`config.mk`:
```
export PLATFORM = sky130hd
export DESIGN_NAME = div_share_sched
export DESIGN_NICKNAME = d
export VERILOG_FILES = /design/src/rtl/div_sched_pkg.sv /design/src/rtl/rr_arb2.sv /design/src/rtl/div_share_sched.sv
export SDC_FILE = /design/constraint.sdc
export NUM_CORES = 1
export LEC_CHECK = 0
export BUFFER_PORTS_ARGS = -buffer_cell sky130_fd_sc_hd__buf_2
export CORE_AREA = 2 2 127 129
export DETAILED_ROUTE_END_ITERATION = 16
export DIE_AREA = 0 0 129 131
export PLACE_DENSITY_LB_ADDON = 0.25
export SYNTH_ARGS = -nofsm -noshare
export SYNTH_HDL_FRONTEND = slang
export SYNTH_HIERARCHICAL = 1
export SYNTH_SLANG_ARGS = --single-unit
```
`constraint.sdc`:
```
create_clock -name clk -period 1.9 [get_ports clk]
set_input_delay 0.095 -clock clk [delete_from_list [all_inputs] [get_ports clk]]
set_output_delay 0.095 -clock clk [all_outputs]
set_load 0.03 [all_outputs]
```
`src/rtl/div_sched_pkg.sv`:
```
// Shared types and constants for the two-requester divider scheduler.
package div_sched_pkg;

  // Default operand width; also the number of datapath step cycles.
  localparam int unsigned DIV_WIDTH = 32;

  // Widest operand width the divide-by-zero quotient constant covers.
  localparam int unsigned DBZ_MAX_WIDTH = 64;

  // Quotient reported for a divide-by-zero; users slice it down to WIDTH bits.
  localparam logic [DBZ_MAX_WIDTH-1:0] DBZ_QUOT = '1;

  // Scheduler sequencing states.
  typedef enum logic [1:0] {
    IDLE = 2'd0,
    LOAD = 2'd1,
    ITER = 2'd2,
    DONE = 2'd3
  } state_t;

endpackage

```
`src/rtl/rr_arb2.sv`:
```
// Combinational two-way round-robin picker. A lone request always wins;
// when both requesters are active, ptr decides the winner.
module rr_arb2 (
  input  logic [1:0] valid,
  input  logic       ptr,
  output logic [1:0] grant
);

  // Pick the winner; grant stays one-hot or zero.
  always_comb begin
    grant = valid;
    if (valid == 2'b11) begin
      grant      = 2'b00;
      grant[ptr] = 1'b1;
    end
  end

endmodule

```
`src/rtl/div_share_sched.sv`:
```
// Shares one external iterative unsigned divider between two requesters:
// round-robin grant, operand latch, load/step sequencing, and a registered
// one-cycle response pulse. Divide-by-zero skips the datapath entirely.
module div_share_sched
  import div_sched_pkg::*;
#(
  parameter int unsigned WIDTH = DIV_WIDTH
) (
  input  logic               clk,
  input  logic               rst,
  input  logic [1:0]         req_valid,
  input  logic [2*WIDTH-1:0] req_dividend,
  input  logic [2*WIDTH-1:0] req_divisor,
  output logic [1:0]         req_ready,
  output logic [1:0]         rsp_valid,
  output logic [WIDTH-1:0]   rsp_quot,
  output logic [WIDTH-1:0]   rsp_rem,
  output logic               rsp_dbz,
  output logic [WIDTH-1:0]   dp_dividend,
  output logic [WIDTH-1:0]   dp_divisor,
  output logic               dp_load,
  output logic               dp_step,
  input  logic [WIDTH-1:0]   dp_quot,
  input  logic [WIDTH-1:0]   dp_rem
);

  localparam int unsigned CNT_W = $clog2(WIDTH + 1);
  localparam logic [CNT_W-1:0] LAST_STEP = CNT_W'(WIDTH - 1);

  state_t             state_q, state_d;
  logic               ptr_q, ptr_d;
  logic [CNT_W-1:0]   count_q, count_d;
  logic               owner_q, owner_d;
  logic               dbz_q, dbz_d;
  logic [WIDTH-1:0]   dividend_q, dividend_d;
  logic [WIDTH-1:0]   divisor_q, divisor_d;
  logic [1:0]         rsp_valid_q, rsp_valid_d;
  logic [WIDTH-1:0]   rsp_quot_q, rsp_quot_d;
  logic [WIDTH-1:0]   rsp_rem_q, rsp_rem_d;
  logic               rsp_dbz_q, rsp_dbz_d;

  logic [1:0]         grant;
  logic               gnt_idx;
  logic [WIDTH-1:0]   sel_dividend;
  logic [WIDTH-1:0]   sel_divisor;

  rr_arb2 u_arb (
    .valid (req_valid),
    .ptr   (ptr_q),
    .grant (grant)
  );

  assign gnt_idx      = grant[1];
  assign sel_dividend = gnt_idx ? req_dividend[WIDTH +: WIDTH] : req_dividend[0 +: WIDTH];
  assign sel_divisor  = gnt_idx ? req_divisor[WIDTH +: WIDTH]  : req_divisor[0 +: WIDTH];

  // Handshake and datapath strobes are pure state decodes, so they are mutually exclusive.
  assign req_ready   = (state_q == IDLE) ? grant : 2'b00;
  assign dp_load     = (state_q == LOAD);
  assign dp_step     = (state_q == ITER);
  assign dp_dividend = dividend_q;
  assign dp_divisor  = divisor_q;
  assign rsp_valid   = rsp_valid_q;
  assign rsp_quot    = rsp_quot_q;
  assign rsp_rem     = rsp_rem_q;
  assign rsp_dbz     = rsp_dbz_q;

  // Next-state logic for the sequencer, operand latch and response registers.
  always_comb begin
    // NOTE: every _d gets a hold default first so no path through the case infers a latch.
    state_d     = state_q;
    ptr_d       = ptr_q;
    count_d     = count_q;
    owner_d     = owner_q;
    dbz_d       = dbz_q;
    dividend_d  = dividend_q;
    divisor_d   = divisor_q;
    rsp_valid_d = 2'b00;
    rsp_quot_d  = rsp_quot_q;
    rsp_rem_d   = rsp_rem_q;
    rsp_dbz_d   = rsp_dbz_q;

    unique case (state_q)
      IDLE: begin
        if (|req_valid) begin
          owner_d    = gnt_idx;
          ptr_d      = ~gnt_idx;
          dividend_d = sel_dividend;
          divisor_d  = sel_divisor;
          dbz_d      = (sel_divisor == '0);
          state_d    = (sel_divisor == '0) ? DONE : LOAD;
        end
      end
      LOAD: begin
        count_d = '0;
        state_d = ITER;
      end
      ITER: begin
        count_d = count_q + CNT_W'(1);
        if (count_q == LAST_STEP) state_d = DONE;
      end
      DONE: begin
        rsp_valid_d[owner_q] = 1'b1;
        rsp_quot_d = dbz_q ? DBZ_QUOT[WIDTH-1:0] : dp_quot;
        rsp_rem_d  = dbz_q ? dividend_q : dp_rem;
        rsp_dbz_d  = dbz_q;
        state_d    = IDLE;
      end
      default: state_d = IDLE;
    endcase
  end

  // State registers with synchronous active-low reset; reset abandons any operation.
  always_ff @(posedge clk) begin
    // NOTE: sequential state uses non-blocking assignments so all flops update from pre-edge values.
    if (!rst) begin
      state_q     <= IDLE;
      ptr_q       <= 1'b0;
      count_q     <= '0;
      owner_q     <= 1'b0;
      dbz_q       <= 1'b0;
      dividend_q  <= '0;
      divisor_q   <= '0;
      rsp_valid_q <= 2'b00;
      rsp_quot_q  <= '0;
      rsp_rem_q   <= '0;
      rsp_dbz_q   <= 1'b0;
    end else begin
      state_q     <= state_d;
      ptr_q       <= ptr_d;
      count_q     <= count_d;
      owner_q     <= owner_d;
      dbz_q       <= dbz_d;
      dividend_q  <= dividend_d;
      divisor_q   <= divisor_d;
      rsp_valid_q <= rsp_valid_d;
      rsp_quot_q  <= rsp_quot_d;
      rsp_rem_q   <= rsp_rem_d;
      rsp_dbz_q   <= rsp_dbz_d;
    end
  end

endmodule

```
======== Word-level counts from Yosys, hierarchy flattened ========
Cells that the tools add are included.
storage, ports and cells
  bits in registers ....................... 142
  output and inout port bits .............. 135
  logic and storage cells ................. 48
cells by class
  $add $sub $neg .......................... 1
  $lt $le $gt $ge ......................... 4
  eq/ne operators ......................... 7
  mux-type cells .......................... 15
  bitwise logic cells ..................... 1
  reductions and logical operators ........ 9
operators with widths
  cell                                                         count
  two-way mux 32 bit                                           4
  logical NOT 32 bit                                           1
  case mux 6 bit (2 select lines)                              1
  two-way mux 2 bit                                            5
  case mux 2 bit (4 select lines)                              1
  adder 6 x 1 -> 6 bit (second input constant)                 1
  equality test 2 bit (second input constant)                  3
  equality test 6 x 5 -> 1 bit (second input constant)         1
  AND reduction 2 bit                                          3
  less-than comparator 1 x 2 -> 1 bit (second input constant)  2
  inequality test 2 x 1 -> 1 bit (second input constant)       2
  demux 1 bit (select 1 bit)                                   2
  equality test 2 x 1 -> 1 bit (second input constant)         1
  >= comparator 1 bit (second input constant)                  2
  logical AND 1 bit                                            2
  logical NOT 2 bit                                            1
  two-way mux 1 bit                                            2
  nonzero test 2 bit                                           1
  OR reduction 2 bit                                           1
  NOT 1 bit                                                    1

======== Longest topological paths before layout ========
  word-level depth ........................ 10
  gate-level depth with buffers ........... 8
  mapped depth without buffers ............ 6

======== By module ========
Netlist, hierarchy kept.
by module, submodules not included
  module           times used  cells an instance  area each (um^2)
  div_share_sched  1           643                6124.6
  rr_arb2          1           3                  18.8

======== Worst setup path before layout ========
Ideal clock, no wire load.
  path kind ............................... register -> register
  start point ............................. register state_q[0]
  end point ............................... register state_q[1]
  arrival time ............................ 1.646 ns
  path slack .............................. 0.130 ns
  cell stages (with the launch flop) ...... 8
  path buffers ............................ 1
  cells stage by stage .................... dfxtp_1 inv_1 ha_1 buf_2 a21boi_1 a211oi_4 mux2i_1 o22ai_1
between the ends
  cells in the longest elaborated chain, start to end .. 3
  elaborated cells on any way between the ends .. 8
  those cells by class .................... eq/ne (5); mux (1); reduce/logical (2)
RTL lines
  item                                             line                    source
  start: declaration                               div_share_sched.sv:30   state_t state_q, state_d;
  start signal: assignment                         div_share_sched.sv:129  state_q <= state_d;
  equality test 2 bit *                            n/a
  net dp_step                                      div_share_sched.sv:22   output logic dp_step,
  inequality test 2 x 1 -> 1 bit (no source line)  n/a
  AND reduction 2 bit (no source line)             n/a
The timed path passes the listed nets; every way through them passes the cells marked *.
A chain may end at the register's enable or synchronous reset.

======== Worst setup path in the final report ========
  start point ............................. register ptr_q
  end point ............................... output port req_ready[1]
between the ends
  cells in the longest elaborated chain, start to end .. 6
  elaborated cells on any way between the ends .. 7
  those cells by class .................... order compare (2); mux (4); reduce/logical (1)
RTL lines
  item                                                                                                     line                    source
  start: declaration                                                                                       div_share_sched.sv:31   logic ptr_q, ptr_d;
  start signal: assignment                                                                                 div_share_sched.sv:130  ptr_q <= ptr_d;
  less-than comparator 1 x 2 -> 1 bit (implied by the code) / >= comparator 1 bit (equally long branches)  rr_arb2.sv:14           grant[ptr] = 1'b1;
  logical AND 1 bit (implied by the code)                                                                  rr_arb2.sv:14
  two-way mux 1 bit (implied by the code)                                                                  rr_arb2.sv:14
  demux 1 bit (select 1 bit) *                                                                             n/a
  two-way mux 2 bit *                                                                                      rr_arb2.sv:12           if (valid == 2'b11) begin
  net grant[1]                                                                                             div_share_sched.sv:42   logic [1:0] grant;
  two-way mux 2 bit *                                                                                      div_share_sched.sv:58   assign req_ready = (state_q == IDLE) ? grant : 2'b00;
  end: declaration                                                                                         div_share_sched.sv:14   output logic [1:0] req_ready,
Marks and branches as above.

==> impl_results.md <==
- Number of routed nets with antenna violations: 0
- Async set or reset register ratio after synthesis: 0%
- Die Wd: 129 um
- Area leader, netlist: dfxtp_1
- Nature of the critical path endpoint: output port
- Num CTS Buffers: 17
- Setup TNS: 0 ns
- Final wirelength: 19320 um
- CP Cell Sequence: inv_1, a21boi_4, buf_12, and2_1, buf_2
- Worst Path Max Fanout: 17
- Sink Count: 142
- R2r setup slk: 0.21 ns
- Drt first-iter violations: 393
- Reg-to-reg endpoint: state_q[1]
- Worst hold path depth: 3
- Peak supply drop: 0.0006414 V
- Total gr overflow: 0
- GP Congestion: 0.8804
- R2R Path Start: ptr_q
- Synthesis warning total: 6
- Largest net degree at the start of global routing: 100
- Worst Setup SP: ptr_q
- Fin crit share: 93.85%
- Row count: 46
- GR Util met1: 26.84%
- Initial antenna violation count: 0
- Clk root buf: clkbuf_16
- R2R depth: 6
- Synthesized area: 0.006143 mm2
- Clk buf depth: 2
- Synth Instances: 646
- Sequential share of the synthesized area: 46.27%
- Post-Route Skew: 0.007286 ns
- Ant. Diodes: 0
- Fmax achieved: 560.8 MHz
- CP required: 1.80 ns
- Slowest CP cell: dfxtp_1
- RSZ-0062 raised after global routing: false
- Outcome: completed
- #FFs+latches synth: 142
- Starting Density: 39.39%
- Top delay family on crit path: buffers and inverters
- Hold violation count in the final report: 0
- Vias per inst: 5.039
- # H-tree levels: 4
- Final #Nets: 1188
- Crit path kind: reg2out
- I/O pin count: 331
- GRT Max-Usage Layer: met2
- Most frequent cells in the layout: buf_2, dfxtp_1, nor2_1
- Syn Area/Cell: 9.510 um2
- CTS tree: yes
- Worst-Skew Late Latency: 0.41 ns
- First-pass GRT wire length: 29040 um
- Main synth FF type: dfxtp_1
- Die Footprint: 0.01690 mm2
- Hold Path Sink: rsp_rem[25]
- Post-synth EDFFs: 0
- DR vias: 6122
- Crit path DAT: 1.69 ns
- Max incr delay on CP: 0.34 ns
- Pleak: 4.025 nW
- M2 GR Usage: 37.41%
- PwrDens: 1124 mW/mm2
- Final min period: 1.783 ns
- Die height: 131 um
- Top-area cell type share of the netlist area: 46.27%
- Hold wc startpoint: dp_rem[25]
- Hold_ws: 0.01897 ns
- Final Max Slew Viols: 0
- Drt first pass iters: 5
- DRC violations left: 0
- Synth Net Count: 848
- Top cells by area, synth: dfxtp_1, mux2i_1, a211oi_1, nor2_1, o22ai_1
- Area grow syn2layout: 46.13%
- Setup crit start kind: flip-flop
- Gr usage total: 21.95%
- CP Buf/Inv Count: 3
- Register clock-pin slew on the reported worst setup and hold paths: 0.06 ns
- Worst Tran Pin Value: 0.4603 ns
- Layout cell share with drive strength beyond 1: 39.44%
- Slew margin rel.: 69.24%
- IO Port Bufs: 330
- Cell variety after synth: 39
- Max Cap Viol: 0
- DR WL/cell: 15.90 um
- Hpwl dp: 13540 um
- GR Util met3: 5.090%
- Final Setup Violations: 0
- Commonest non-fill, non-tap cell in the layout: buf_2
- Worst min path class: in2reg
- Core footprint: 0.01560 mm2
- Vias in the first global route: 5719
- Final Power: 0.01009 W
[state kept, by name, summed over array words and instances (netlist names)]
| name | flops |
|---|---|
| dp_dividend | 32 |
| dp_divisor | 32 |
| rsp_quot | 32 |
| rsp_rem | 32 |
| count_q | 6 |
| rsp_valid | 2 |
| state_q | 2 |
| dbz_q | 1 |
| owner_q | 1 |
| ptr_q | 1 |
| rsp_dbz | 1 |
[layer usage]
layer / part of all wire, % / vias to the layer above
li1: - / 3055
met1: 43 / 2773
met2: 49 / 259
met3: 6.3 / 35
met4: 2.5 / 0
met5: 0 / -
[cell type report]
type	count	area [um2]
Inverter	5	21.27
Clock inverter	10	112.6
Sequential cell	142	2844
Timing Repair Buffer	379	2220
Fill cell	1439	6620
Tap cell	216	270.3
Clock buffer	22	474.2
Multi-Input combinational cell	441	3035
[logic make-up (layout without fill, tap and decap cells)]
| logic type | after synthesis | after routing | synth area share, % |
|---|---|---|---|
| AOI/OAI and AO/OA | 153 | 153 | 18.72 |
| adders and majority gates | 6 | 6 | 1.222 |
| buffers and inverters | 63 | 416 | 4.827 |
| DFF | 142 | 142 | 46.27 |
| muxes | 98 | 98 | 15.97 |
| and+or+nand+nor | 184 | 184 | 12.99 |
[worst max path at each step]
stage	slack, ns	to	cells past startpoint
after global placement	0.28	dbz_q	6
after global routing	0.006	req_ready[1]	5
after CTS	0.02	req_ready[1]	5
after floorplan	0.13	state_q[1]	7
final	0.12	req_ready[1]	5
after detailed placement	0.24	state_q[1]	6
[cells in the mapped netlist, types with 5 or more instances]
master and count:
a21boi_1 5, nor4_1 12, mux2i_1 98, a211oi_1 86, clkbuf_1 24, buf_4 9
buf_2 21, nand2_1 8, a211oi_2 10, nand3_1 6, a21oi_1 5, o22ai_1 33
nor2_1 135, dfxtp_1 142, ha_1 6
[through the flow]
stage	area [um2]	util, %	cells	worst slack [ns]
2_1_floorplan	6143	-	646	0.1301
3_3_place_gp	8020	51.42	1147	0.2786
3_5_place_dp	8020	51.42	1147	0.2422
4_1_cts	8937	57.30	1212	0.01864
5_1_grt	8977	57.56	1215	0.005576
6_report	8977	57.56	1215	0.1169
[power breakdown]
group	total, W	internal (W)	switching, W
sequential	0.00368	0.00341	0.000273
clock	0.00326	0.00203	0.00123
combinational	0.00315	0.00112	0.00202
[timing repair]
| item | 4_1_cts | 5_1_grt |
|---|---|---|
| hold endpoints to repair | 33 | 0 |
| hold buffers | 33 | 0 |
| gates resized for setup | 0 | 0 |
| setup endpoints to repair | 0 | 1 |
| setup buffers | 0 | 2 |
[worst reg2reg max path: cells and delay by family, from the launching register on]
kind	cells	cell delay (ns)
AOI/OAI and AO/OA	3	0.66
buffers and inverters	1	0.07
DFF	1	0.34
and+or+nand+nor	2	0.55
Note: power is estimated with default switching activity, not from simulation.
